### src/rtl/vga_timing_gen_pkg.sv
// SVGA 800x600@72 Hz raster constants shared by the timing generator and its bench.
// Includes the helper that decodes a half-open counter window [lo, hi).
package vga_timing_gen_pkg;

    localparam int COORD_W   = 11;
    localparam int COORD_MAX = (1 << COORD_W) - 1;

    localparam int SVGA_H_VIS   = 800;
    localparam int SVGA_H_FP    = 56;
    localparam int SVGA_H_SYNC  = 120;
    localparam int SVGA_H_BP    = 64;
    localparam int SVGA_H_TOTAL = SVGA_H_VIS + SVGA_H_FP + SVGA_H_SYNC + SVGA_H_BP;

    localparam int SVGA_V_VIS   = 600;
    localparam int SVGA_V_FP    = 37;
    localparam int SVGA_V_SYNC  = 6;
    localparam int SVGA_V_BP    = 23;
    localparam int SVGA_V_TOTAL = SVGA_V_VIS + SVGA_V_FP + SVGA_V_SYNC + SVGA_V_BP;

    localparam bit SVGA_SYNC_POL = 1'b1;

    function automatic logic in_window(input logic [COORD_W-1:0] c,
                                       input logic [COORD_W-1:0] lo,
                                       input logic [COORD_W-1:0] hi);
        return (c >= lo) && (c < hi);
    endfunction

endpackage

### src/rtl/sync_delay_line.sv
// Fixed-depth register chain that realigns the sync pins with the renderer's colour pipeline.
// DEPTH of zero is a straight wire; every stage resets to rst_val.
module sync_delay_line #(
    parameter int DEPTH = 2,
    parameter int WIDTH = 2
) (
    input  logic             clk,
    input  logic             rst_n,
    input  logic [WIDTH-1:0] rst_val,
    input  logic [WIDTH-1:0] din,
    output logic [WIDTH-1:0] dout
);

    generate
        if (DEPTH == 0) begin : g_bypass
            assign dout = din;
        end else begin : g_chain
            for (genvar gi = 0; gi < DEPTH; gi++) begin : g_stage
                logic [WIDTH-1:0] q_reg;
                logic [WIDTH-1:0] stage_in;

                if (gi == 0) begin : g_first
                    assign stage_in = din;
                end else begin : g_link
                    assign stage_in = g_stage[gi-1].q_reg;
                end

                always_ff @(posedge clk or negedge rst_n) begin
                    if (!rst_n) begin
                        q_reg <= rst_val;
                    end else begin
                        q_reg <= stage_in;
                    end
                end
            end
            assign dout = g_stage[DEPTH-1].q_reg;
        end
    endgenerate

endmodule

### src/rtl/vga_timing_gen.sv
// Raster position, visible-area enable and start pulses for the renderer, plus
// HSYNC/VSYNC delayed to match the renderer's colour pipeline at the connector.
module vga_timing_gen
    import vga_timing_gen_pkg::*;
#(
    parameter int H_VIS      = SVGA_H_VIS,
    parameter int H_FP       = SVGA_H_FP,
    parameter int H_SYNC     = SVGA_H_SYNC,
    parameter int H_BP       = SVGA_H_BP,
    parameter int V_VIS      = SVGA_V_VIS,
    parameter int V_FP       = SVGA_V_FP,
    parameter int V_SYNC     = SVGA_V_SYNC,
    parameter int V_BP       = SVGA_V_BP,
    parameter bit SYNC_POL   = SVGA_SYNC_POL,
    parameter int SYNC_DELAY = 2
) (
    input  logic               clk,
    input  logic               rst_n,
    output logic [COORD_W-1:0] x_pos,
    output logic [COORD_W-1:0] y_pos,
    output logic               display_en,
    output logic               line_start,
    output logic               frame_start,
    output logic               hsync,
    output logic               vsync
);

    localparam int H_TOTAL = H_VIS + H_FP + H_SYNC + H_BP;
    localparam int V_TOTAL = V_VIS + V_FP + V_SYNC + V_BP;

    generate
        if (H_TOTAL > COORD_MAX || V_TOTAL > COORD_MAX) begin : g_bad_totals
            $error("vga_timing_gen: raster totals exceed the 11-bit coordinate range");
        end
        if (SYNC_DELAY < 0 || SYNC_DELAY > 7) begin : g_bad_delay
            $error("vga_timing_gen: SYNC_DELAY must be within 0..7");
        end
    endgenerate

    localparam logic [COORD_W-1:0] CNT_ONE = COORD_W'(1);
    localparam logic [COORD_W-1:0] H_LAST  = COORD_W'(H_TOTAL - 1);
    localparam logic [COORD_W-1:0] V_LAST  = COORD_W'(V_TOTAL - 1);
    localparam logic [COORD_W-1:0] H_END   = COORD_W'(H_VIS);
    localparam logic [COORD_W-1:0] V_END   = COORD_W'(V_VIS);
    localparam logic [COORD_W-1:0] HS_LO   = COORD_W'(H_VIS + H_FP);
    localparam logic [COORD_W-1:0] HS_HI   = COORD_W'(H_VIS + H_FP + H_SYNC);
    localparam logic [COORD_W-1:0] VS_LO   = COORD_W'(V_VIS + V_FP);
    localparam logic [COORD_W-1:0] VS_HI   = COORD_W'(V_VIS + V_FP + V_SYNC);

    logic [COORD_W-1:0] h_cnt_reg, v_cnt_reg;
    logic [COORD_W-1:0] h_next, v_next;
    logic               started_reg;
    logic               display_en_reg, line_start_reg, frame_start_reg;
    logic               hsync_raw_reg, vsync_raw_reg;
    logic [1:0]         sync_delayed;

    // The first edge out of reset only arms the generator, so (0,0) is presented with its pulses.
    always_comb begin
        h_next = h_cnt_reg;
        v_next = v_cnt_reg;
        if (started_reg) begin
            if (h_cnt_reg == H_LAST) begin
                h_next = '0;
                v_next = (v_cnt_reg == V_LAST) ? '0 : v_cnt_reg + CNT_ONE;
            end else begin
                h_next = h_cnt_reg + CNT_ONE;
            end
        end
    end

    // Flags are decoded from the next count so they land in the same cycle as x_pos/y_pos.
    always_ff @(posedge clk or negedge rst_n) begin
        if (!rst_n) begin
            started_reg     <= 1'b0;
            h_cnt_reg       <= '0;
            v_cnt_reg       <= '0;
            display_en_reg  <= 1'b0;
            line_start_reg  <= 1'b0;
            frame_start_reg <= 1'b0;
            hsync_raw_reg   <= ~SYNC_POL;
            vsync_raw_reg   <= ~SYNC_POL;
        end else begin
            started_reg     <= 1'b1;
            h_cnt_reg       <= h_next;
            v_cnt_reg       <= v_next;
            display_en_reg  <= (h_next < H_END) && (v_next < V_END);
            line_start_reg  <= (h_next == '0);
            frame_start_reg <= (h_next == '0) && (v_next == '0);
            hsync_raw_reg   <= in_window(h_next, HS_LO, HS_HI) ? SYNC_POL : ~SYNC_POL;
            vsync_raw_reg   <= in_window(v_next, VS_LO, VS_HI) ? SYNC_POL : ~SYNC_POL;
        end
    end

    sync_delay_line #(
        .DEPTH (SYNC_DELAY),
        .WIDTH (2)
    ) u_sync_delay (
        .clk     (clk),
        .rst_n   (rst_n),
        .rst_val ({~SYNC_POL, ~SYNC_POL}),
        .din     ({hsync_raw_reg, vsync_raw_reg}),
        .dout    (sync_delayed)
    );

    assign x_pos       = h_cnt_reg;
    assign y_pos       = v_cnt_reg;
    assign display_en  = display_en_reg;
    assign line_start  = line_start_reg;
    assign frame_start = frame_start_reg;
    assign hsync       = sync_delayed[1];
    assign vsync       = sync_delayed[0];

endmodule

### config.mk
export PLATFORM = sky130hd
export DESIGN_NAME = vga_timing_gen
export DESIGN_NICKNAME = d
export VERILOG_FILES = /design/src/rtl/vga_timing_gen_pkg.sv /design/src/rtl/sync_delay_line.sv /design/src/rtl/vga_timing_gen.sv
export SDC_FILE = /design/constraint.sdc
export NUM_CORES = 1
export LEC_CHECK = 0
export ABC_AREA = 1
export CAP_MARGIN = 20
export CORE_MARGIN = 4
export CORE_UTILIZATION = 30
export DETAILED_ROUTE_END_ITERATION = 8
export PLACE_DENSITY = 0.58
export SLEW_MARGIN = 20
export SYNTH_ARGS = -nofsm -noshare
export SYNTH_HDL_FRONTEND = slang
export SYNTH_SLANG_ARGS = --single-unit
### constraint.sdc
create_clock -name clk -period 1.8 [get_ports clk]
set_input_delay 0.18 -clock clk [delete_from_list [all_inputs] [get_ports clk]]
set_output_delay 0.18 -clock clk [all_outputs]
set_load 0.02 [all_outputs]
# ---- Word-level counts from Yosys, hierarchy flattened
# Index checks and enable logic that the tools add are counted.
dict set report word_totals {
  out_inout_bits 27
  in_bits 2
  elab_cells 33
  reg_bits 32
}
dict set report op_classes {
  order_cmp 6
  add_sub_neg 2
  reduce_logical 6
  n_mux 7
  eq_ne 2
}
# operator n
set ops {}
lappend ops {{11-bit 2-to-1 mux} 5}
lappend ops {{11-bit by 10-bit < comparator with 1-bit output, second input constant} 4}
lappend ops {{11-bit by 1-bit adder with 11-bit output, second input constant} 2}
lappend ops {{11-bit by 10-bit greater-or-equal comparator with 1-bit output, second input constant} 2}
lappend ops {{11-bit zero test} 2}
lappend ops {{11-bit by 10-bit equality test with 1-bit output, second input constant} 1}
lappend ops {{11-bit equality test, second input constant} 1}
lappend ops {{1-bit logical AND} 4}
lappend ops {{1-bit 2-to-1 mux} 2}

# ---- Longest topological paths before layout
# Gate-level depths: netlist of the first run.
dict set report depth {
  word_depth 7
  depth_mapped 16
  mapped_depth_nobuf 16
}

# ---- Worst setup path after synthesis of the first run
# No wires, ideal clock.
dict set report synth_path {
  path_type {register to register}
  start {reg h_cnt_reg[0] (netlist: x_pos[0])}
  end {reg display_en_reg (netlist: display_en)}
  setup_ps 116
  n_path_buf 0
  path_slack_ps -86
  arrival_time_ps 1770
  stages_incl_launch_ff 13
  t_required_ps 1684
  period_less_slack_ps 1886
  path_cell_list {dfrtp_1 -> ha_1 -> nand2_1 -> inv_1 -> nand3_2 -> nor3_4 -> nand4_1 -> nand3_1 -> nand2_1 -> nor2_1 -> nand2_1 -> nand2_1 -> nor2_1}
}
dict set report synth_via {
  elab_chain_len 5
  elab_cells_between_ends 9
  cone_classes {1 x add/sub; 2 x order compare; 1 x eq/ne; 4 x mux; 1 x reduce/logical}
}
# item line_no
set synth_rtl {}
lappend synth_rtl {{start, declared} vga_timing_gen.sv:50} ;# logic [COORD_W-1:0] h_cnt_reg, v_cnt_reg;
lappend synth_rtl {{start signal, assigned} vga_timing_gen.sv:84} ;# h_cnt_reg <= h_next;
lappend synth_rtl {{11-bit by 1-bit adder with 11-bit output or 11-bit equality test (tied branches)} {vga_timing_gen.sv:66, vga_timing_gen.sv:62}}
lappend synth_rtl {{11-bit 2-to-1 mux} vga_timing_gen.sv:62} ;# if (h_cnt_reg == H_LAST) begin
lappend synth_rtl {{11-bit 2-to-1 mux} vga_timing_gen.sv:61} ;# if (started_reg) begin
lappend synth_rtl {{11-bit by 10-bit < comparator with 1-bit output} vga_timing_gen.sv:86} ;# display_en_reg <= (h_next < H_END) && (v_next < V_END);
lappend synth_rtl {{1-bit logical AND (*)} vga_timing_gen.sv:86}
lappend synth_rtl {{end signal, assigned} vga_timing_gen.sv:86}
lappend synth_rtl {{end, declared} vga_timing_gen.sv:53} ;# logic display_en_reg, line_start_reg, frame_start_reg;
# Mark *: on every way between the ends. The rest lies on a longest branch, timed or not.

# ---- Worst setup path after layout of the first run
dict set report layout_path {
  start {reg h_cnt_reg[0] (netlist: x_pos[0])}
  end {reg vsync_raw_reg}
}
dict set report layout_via {
  elab_chain_len 6
  elab_cells_between_ends 7
  cone_classes {2 x order compare; 1 x eq/ne; 3 x mux; 1 x reduce/logical}
}
# item line_no
set layout_rtl {}
lappend layout_rtl {{11-bit equality test (*)} vga_timing_gen.sv:62}
lappend layout_rtl {{11-bit 2-to-1 mux (*)} vga_timing_gen.sv:62}
lappend layout_rtl {{11-bit 2-to-1 mux (*)} vga_timing_gen.sv:61}
lappend layout_rtl {{net v_next[9]} vga_timing_gen.sv:51} ;# logic [COORD_W-1:0] h_next, v_next;
lappend layout_rtl {{11-bit by 10-bit greater-or-equal comparator with 1-bit output or 11-bit by 10-bit < comparator with 1-bit output (tied branches)} vga_timing_gen_pkg.sv:25} ;# return (c >= lo) && (c < hi);
lappend layout_rtl {{1-bit logical AND (*)} vga_timing_gen_pkg.sv:25}
lappend layout_rtl {{1-bit 2-to-1 mux (*)} vga_timing_gen.sv:90} ;# vsync_raw_reg <= in_window(v_next, VS_LO, VS_HI) ? SYNC_POL : ~SYNC_POL;
lappend layout_rtl {{end signal, assigned} vga_timing_gen.sv:81} ;# vsync_raw_reg <= ~SYNC_POL;
lappend layout_rtl {{end signal, assigned} vga_timing_gen.sv:90}
lappend layout_rtl {{end, declared} vga_timing_gen.sv:54} ;# logic hsync_raw_reg, vsync_raw_reg;
# Mark *: on every way through the listed nets, which the timed path passes. The rest lies on a longest branch.

==> metrics.md, run 1 <==
| Metric | Value |
|---|---|
| Status | finished with violations |
| Failing checks | negative setup slack |
| CP startpoint kind | register |
| Crit path max fanout | 5 |
| Layout Area Growth over Synthesis | 62.1% |
| CTS tree | built |
| Min setup slack post-route | -0.107 ns |
| Pwr dens | 798 nW/um2 |
| Worst path slowest cell | dfrtp_2 |
| Tmin final | 1.91 ns |
| Nets | 417 |
| Post-Syn Area | 2040 um2 |
| Flops & latches, synth | 32 |
| Layout cells sized above 1 | 0.373 |
| Fin. max-slew vios | 0 |
| Cells after synthesis | 307 |
| First-pass GRT wire length | 10500 um |
| Clk slew on worst S/H paths | 0.07 ns |
| Drt total wl | 6310 um |
| Peak Freq | 524 MHz |
| Yosys warning total | 0 |
| Site row count | 29 |
| Mean area per synthesized cell | 6.65 um2 |
| Leakage Power | 1.71 nW |
| Die extent in x | 90.5 um |
| Final RePlAce weighted congestion | 0.883 |
| Crit path arrival time | 2.13 ns |
| Reg2Reg Launch Point | x_pos[0] |
| Final Hold Viols | 0 |
| Die Footprint | 8190 um2 |
| Hold Crit Class | in -> async |
| H-tree Lvls | 2 |
| DRT Pass-1 Iters | 5 |
| Synth unique cells | 27 |
| Post-route ant nets | 0 |
| Initial drt markers | 106 |
| Drt wl/cell | 12.9 um |
| CTS buffer count | 5 |
| Sequential fraction of the synthesis area | 0.392 |
| Endpoint type of the worst setup path | register |
| Clk sinks | 32 |
| Final period util | 1.06 |
| GRT Util Overall | 0.157 |
| Drt drc | 0 |
| CP Buf/Inv Count | 3 |
| Antenna violations before repair | 0 |
| Crit path kind | reg -> reg |
| Worst-skew pair later-pin latency | 0.29 ns |
| Register-to-Register Path Depth | 14 |
| Number of max-cap violations | 0 |
| Root Driver | clkbuf_8 |
| Core Area | 6490 um2 |
| IO Pins | 29 |
| Worst path cell trace | ha_4 -> nand2_4 -> inv_4 -> nand3_4 -> nor2_4 -> buf_4 -> nand2_1 -> nand3_1 -> nand2_1 -> nand2_2 -> inv_1 -> a21oi_2 -> nand2_1 -> nor2_1 |
| Max stage delay on crit path | 0.39 ns |
| Critical path's top delay family | simple AND/OR/NAND/NOR gates |
| Net count after synthesis | 312 |
| Largest net degree at the start of global routing | 33 |
| Die H | 90.5 um |
| Post-place setup slack | -0.223 ns |
| Finish-stage setup viols | 4 |
| Setup Skew | 0.00509 ns |
| Worst r2r dst | vsync_raw_reg |
| Diodes inserted | 0 |
| Buffers on Ports | 28 |
| Post-DP HPWL | 4680 um |
| CTS max path bufs | 2 |
| Vias/cell | 4.64 |
| GRT Residual Overflow | 0 |
| RSZ-0062 raised after global routing | yes |
| Worst EP required | 2.03 ns |
| Initial core utilization | 0.314 |
| Via count | 2272 |
| Most used cell, CP | nand2_1 |
| PnR Total Power | 2.64 mW |
| Final Core Density | 0.510 |
| Worst R2R Setup Slack | -0.11 ns |
| Max IR drop VDD | 0.783 mV |
| Vias in the first global route | 2288 |
worst max-delay path by stage:
stage / start / endpoint / slack, ns / cells after the start
2_1_floorplan: x_pos[1] / display_en / 0.006 / 12
3_3_place_gp: x_pos[1] / frame_start / -0.20 / 12
3_5_place_dp: x_pos[1] / frame_start / -0.22 / 12
4_1_cts: x_pos[0] / frame_start / -0.09 / 14
5_1_grt: x_pos[6] / display_en / -0.24 / 15
6_report: x_pos[0] / vsync_raw_reg / -0.11 / 14
metrics by stage:
step / cells / hold slack, ns / TNS (ns) / cell area (um2)
final: 490 / 0.286 / -0.281 / 3310
after detailed placement: 472 / 0.336 / -0.797 / 2900
after global placement: 472 / 0.333 / -0.716 / 2900
after global routing: 490 / 0.323 / -1.01 / 3310
after floorplan: 307 / -0.116 / 0 / 2060
after CTS: 486 / 0.291 / -0.237 / 3140
cell type report:
cell class,instances,area (um2)
flip-flops and latches,32,805
multi-input cells,219,1250
repair buffers,100,855
well taps,77,96.3
fillers,620,3190
inverters,54,208
clock buffers,6,82.6
clock inverters,2,15.0
synth_stat cells (all sizes together):
| master | number | area (um2) |
|---|---|---|
| a31o | 1 | 8.76 |
| nand3 | 29 | 160 |
| or2 | 1 | 6.26 |
| a31oi | 1 | 6.26 |
| conb | 1 | 3.75 |
| o21ai | 8 | 40.0 |
| ha | 3 | 37.5 |
| clkinv | 2 | 7.51 |
| buf | 2 | 10.0 |
| a21boi | 1 | 7.51 |
| nand3b | 1 | 7.51 |
| a21oi | 3 | 15.0 |
| inv | 52 | 195 |
| nand2 | 96 | 370 |
| nor3 | 3 | 31.3 |
| dfrtp | 32 | 801 |
| nand4 | 10 | 62.6 |
| xor2 | 5 | 43.8 |
| nor2 | 56 | 228 |
layout by cell type (no fill, tap or decap), types with 2 or more instances in the layout:
cell type | netlist | final
inv_1 | 49 | 42
nor3_4 | 1 | 2
a21oi_2 | 0 | 3
buf_4 | 0 | 64
nor2_1 | 51 | 37
nand4_1 | 10 | 10
nand3_2 | 3 | 9
buf_6 | 0 | 7
nand2_2 | 4 | 14
clkinvlp_4 | 0 | 2
inv_4 | 0 | 2
nand2_1 | 92 | 78
ha_4 | 0 | 2
o21ai_1 | 2 | 4
xor2_1 | 5 | 4
dfrtp_1 | 32 | 29
nand3_1 | 26 | 19
nand2_4 | 0 | 4
dfrtp_2 | 0 | 3
nor2_4 | 1 | 4
nor2_2 | 4 | 15
clkdlybuf4s50_1 | 0 | 28
o21ai_2 | 0 | 3
inv_2 | 3 | 9
clkbuf_8 | 0 | 6
repair_timing:
| item | 4_1_cts | 5_1_grt |
|---|---|---|
| pin swaps | 20 | 29 |
| buffers inserted | 6 | 4 |
| hold buffers | 0 | 0 |
| gates cloned | 0 | 0 |
| resized for setup | 37 | 41 |
| endpoints found under the setup margin | 5 | 8 |
metal layers:
| layer | track usage | vias up | wire length [um] |
|---|---|---|---|
| met3 | 0.0283 | 11 | 285 |
| met1 | 0.206 | 1054 | 2910 |
| met4 | 0.0753 | 0 | 158 |
| met2 | 0.250 | 52 | 2960 |
| met5 | 0 | - | 0 |
| li1 | - | 1155 | - |
where the power goes:
part / internal, mW / switching, mW
Clock: 0.309 / 0.290
Combinational: 0.558 / 0.597
Sequential: 0.803 / 0.0833
logic make-up (layout without fill, tap and decap cells):
group	after synthesis	after routing	share of synthesized area
compound gates	14	14	0.0380
xor+xnor	5	5	0.0214
fa+ha+maj	3	3	0.0184
buf+inv	56	162	0.104
flops	32	32	0.392
other cells	1	1	0.00184
simple gates	196	196	0.424
(Power assumes the default switching activity.)
==> run 2: changes to the inputs <==
--- a/config.mk
+++ b/config.mk
@@ -9,7 +9,9 @@
 export CAP_MARGIN = 20
 export CORE_MARGIN = 4
 export CORE_UTILIZATION = 30
+export CTS_CLUSTER_DIAMETER = 30
 export DETAILED_ROUTE_END_ITERATION = 8
+export MAX_ROUTING_LAYER = met4
 export PLACE_DENSITY = 0.58
 export SLEW_MARGIN = 20
 export SYNTH_ARGS = -nofsm -noshare
==> metrics.md, run 2 (synthesis results as in run 1) <==
| Metric | Value |
|---|---|
| Initial core utilization | 0.314 (unchanged) |
| CP startpoint kind | register |
| Crit path max fanout | 4 (-1) |
| Layout Area Growth over Synthesis | 53.5% |
| Pwr dens | 779 nW/um2 (-2.4%) |
| CTS buffer count | 5 (unchanged) |
| Crit path kind | reg -> reg |
| CTS max path bufs | 2 (unchanged) |
| Worst-skew pair later-pin latency | 0.28 ns (about the same) |
| Drt drc | 0 (unchanged) |
| Post-DP HPWL | 4930 um (+5.2%) |
| Most frequent cells in the layout | nand2_1, buf_4, nor2_1 |
| Die extent in x | 90.5 um (unchanged) |
| Diodes inserted | 0 (unchanged) |
| Finish-stage setup viols | 5 (+1) |
| Clk sinks | 32 (unchanged) |
| Initial drt markers | 139 (+31%) |
| H-tree Lvls | 2 (unchanged) |
| GRT Util Overall | 0.167 (+0.00993) |
| CTS tree | built |
| Final Hold Viols | 0 (unchanged) |
| Site row count | 29 (unchanged) |
| Via count | 2252 (-0.88%) |
| First-pass GRT wire length | 10900 um (+3.5%) |
| TNS Setup | -0.326 ns (-0.0452 ns) |
| Most common cell after layout, fill and taps aside | nand2_1 |
| Die H | 90.5 um (unchanged) |
| Vias in the first global route | 2305 (+0.74%) |
| Antenna violations before repair | 0 (unchanged) |
| Max stage delay on crit path | 0.39 ns (about the same) |
| Crit path arrival time | 2.09 ns (-0.04 ns) |
| Fill cells | 645 (+4.0%) |
| Largest net degree at the start of global routing | 33 (unchanged) |
| WHS | 0.292 ns (+0.00613 ns) |
| Post-route ant nets | 0 (unchanged) |
| Nets | 414 (-0.72%) |
| Placed Cells | 472 (unchanged) |
| Drt wl/cell | 12.9 um (+0.26%) |
| Vias/cell | 4.62 (-0.27%) |
| Min setup slack post-route | -0.105 ns (+0.00235 ns) |
| Worst EP required | 1.98 ns (-0.05 ns) |
| IO Pins | 29 (unchanged) |
| Layout cells sized above 1 | 0.312 (-0.0607) |
| Placed instance area | 2900 um2 (unchanged) |
| Most used cell, CP | nand2_1 |
| Finished Cell Area | 3130 um2 (-5.3%) |
| Peak Freq | 525 MHz (+0.12%) |
| Final RePlAce weighted congestion | 0.910 (+3.1%) |
| RSZ-0062 raised after global routing | yes |
| Fin. max-slew vios | 0 (unchanged) |
| Hold Crit Class | in -> async |
| Non-filler instance count after layout | 487 (-0.61%) |
| Final period util | 1.06 (-0.00130) |
| Failing checks | negative setup slack |
| Root Driver | clkbuf_8 |
| Status | finished with violations |
| Setup Skew | 0.00325 ns (-0.00184 ns) |
| Endpoint type of the worst setup path | register |
| Worst path cell trace | buf_4 -> nand3_1 -> nor2_1 -> nand2_1 -> nor2_2 -> nand2_2 -> xor2_2 -> nand2_1 -> nor2_2 -> nand3_2 -> nand2_1 -> nor2_1 |
| Post-place setup slack | -0.248 ns (-0.0254 ns) |
| Tmin final | 1.90 ns (-0.00235 ns) |
| Drt total wl | 6280 um (-0.35%) |
| GRT Residual Overflow | 0 (unchanged) |
| Number of max-cap violations | 0 (unchanged) |
| Clk slew on worst S/H paths | 0.07 ns (about the same) |
| DRT Pass-1 Iters | 4 (-1) |
| Max IR drop VDD | 0.769 mV (-1.8%) |
| Core Area | 6490 um2 (unchanged) |
| Buffers on Ports | 28 (unchanged) |
| Leakage Power | 1.66 nW (-2.8%) |
| Die Footprint | 8190 um2 (unchanged) |
| Worst path slowest cell | dfrtp_2 |
==> run 2: cell count changes in the layout (fill, tap and decap cells not counted), moves of 4 or more <==
cell / before / now
nor2_1: 37 / 44
nor2_2: 15 / 11
buf_6: 7 / 3
nand2_1: 78 / 85
nand2_2: 14 / 10
==> run 2: path summary, 6_finish.rpt <==
path / startpoint / to / slack (ns) / cells after the start
worst min-delay path: rst_n / x_pos[7] / 0.29 / 2
worst max-delay path: x_pos[1] / display_en / -0.10 / 12
worst min register to register: u_sync_delay.g_chain.g_stage[0].q_reg[0] / u_sync_delay.dout[0] / 0.35 / 0
worst max register to register: x_pos[1] / display_en / -0.10 / 12
min in group clk: u_sync_delay.g_chain.g_stage[0].q_reg[0] / u_sync_delay.dout[0] / 0.35 / 0
max in group asynchronous: rst_n / y_pos[2] / 1.18 / 2
==> run 2: power by group <==
| part | switching [mW] | total (mW) | leakage, nW | internal, mW |
|---|---|---|---|---|
| logic | 0.534 | 1.01 | 1.20 | 0.477 |
| clock network | 0.275 | 0.546 | 0.0422 | 0.271 |
| registers | 0.0805 | 0.884 | 0.425 | 0.803 |
==> run 2: metrics by stage <==
step / power (mW) / utilization
after floorplan: 1.33 / -
after global placement: 1.80 / 0.446
after detailed placement: 1.82 / 0.446
after CTS: 2.45 / 0.471
after global routing: 2.59 / 0.483
final: 2.44 / 0.483
==> run 2: repair_timing <==
| action | CTS | global route |
|---|---|---|
| hold buffers | 0 | 0 |
| setup endpoints to repair | 5 | 8 |
| buffers inserted | 2 | 5 |
| resized for setup | 22 | 18 |
| pin swaps | 16 | 13 |
==> run 2: area by class of cell <==
type,instances,area [um2],area share
clock inverter,1,5.00,0.00160
clock buffer,7,76.3,0.0244
timing repair buffer,97,810,0.258
sequential,32,805,0.257
inverter,54,205,0.0655
multi-input combinational,219,1140,0.363
tap,77,96.3,0.0307
==> run 2: layer usage <==
metal  global-route usage  routed length [um]  up-vias
li1                     -                   -     1147
met1                0.230                3040     1041
met2                0.247                2810       51
met3               0.0242                 278       13
met4               0.0663                 148        0
met5                    -                   0        -
==> run 2: critical path: cells and delay by family (launching register included) <==
kind	cells	cell delay, ns
flops	1	0.39
xor+xnor	1	0.25
simple gates	10	1.04
buf+inv	1	0.13
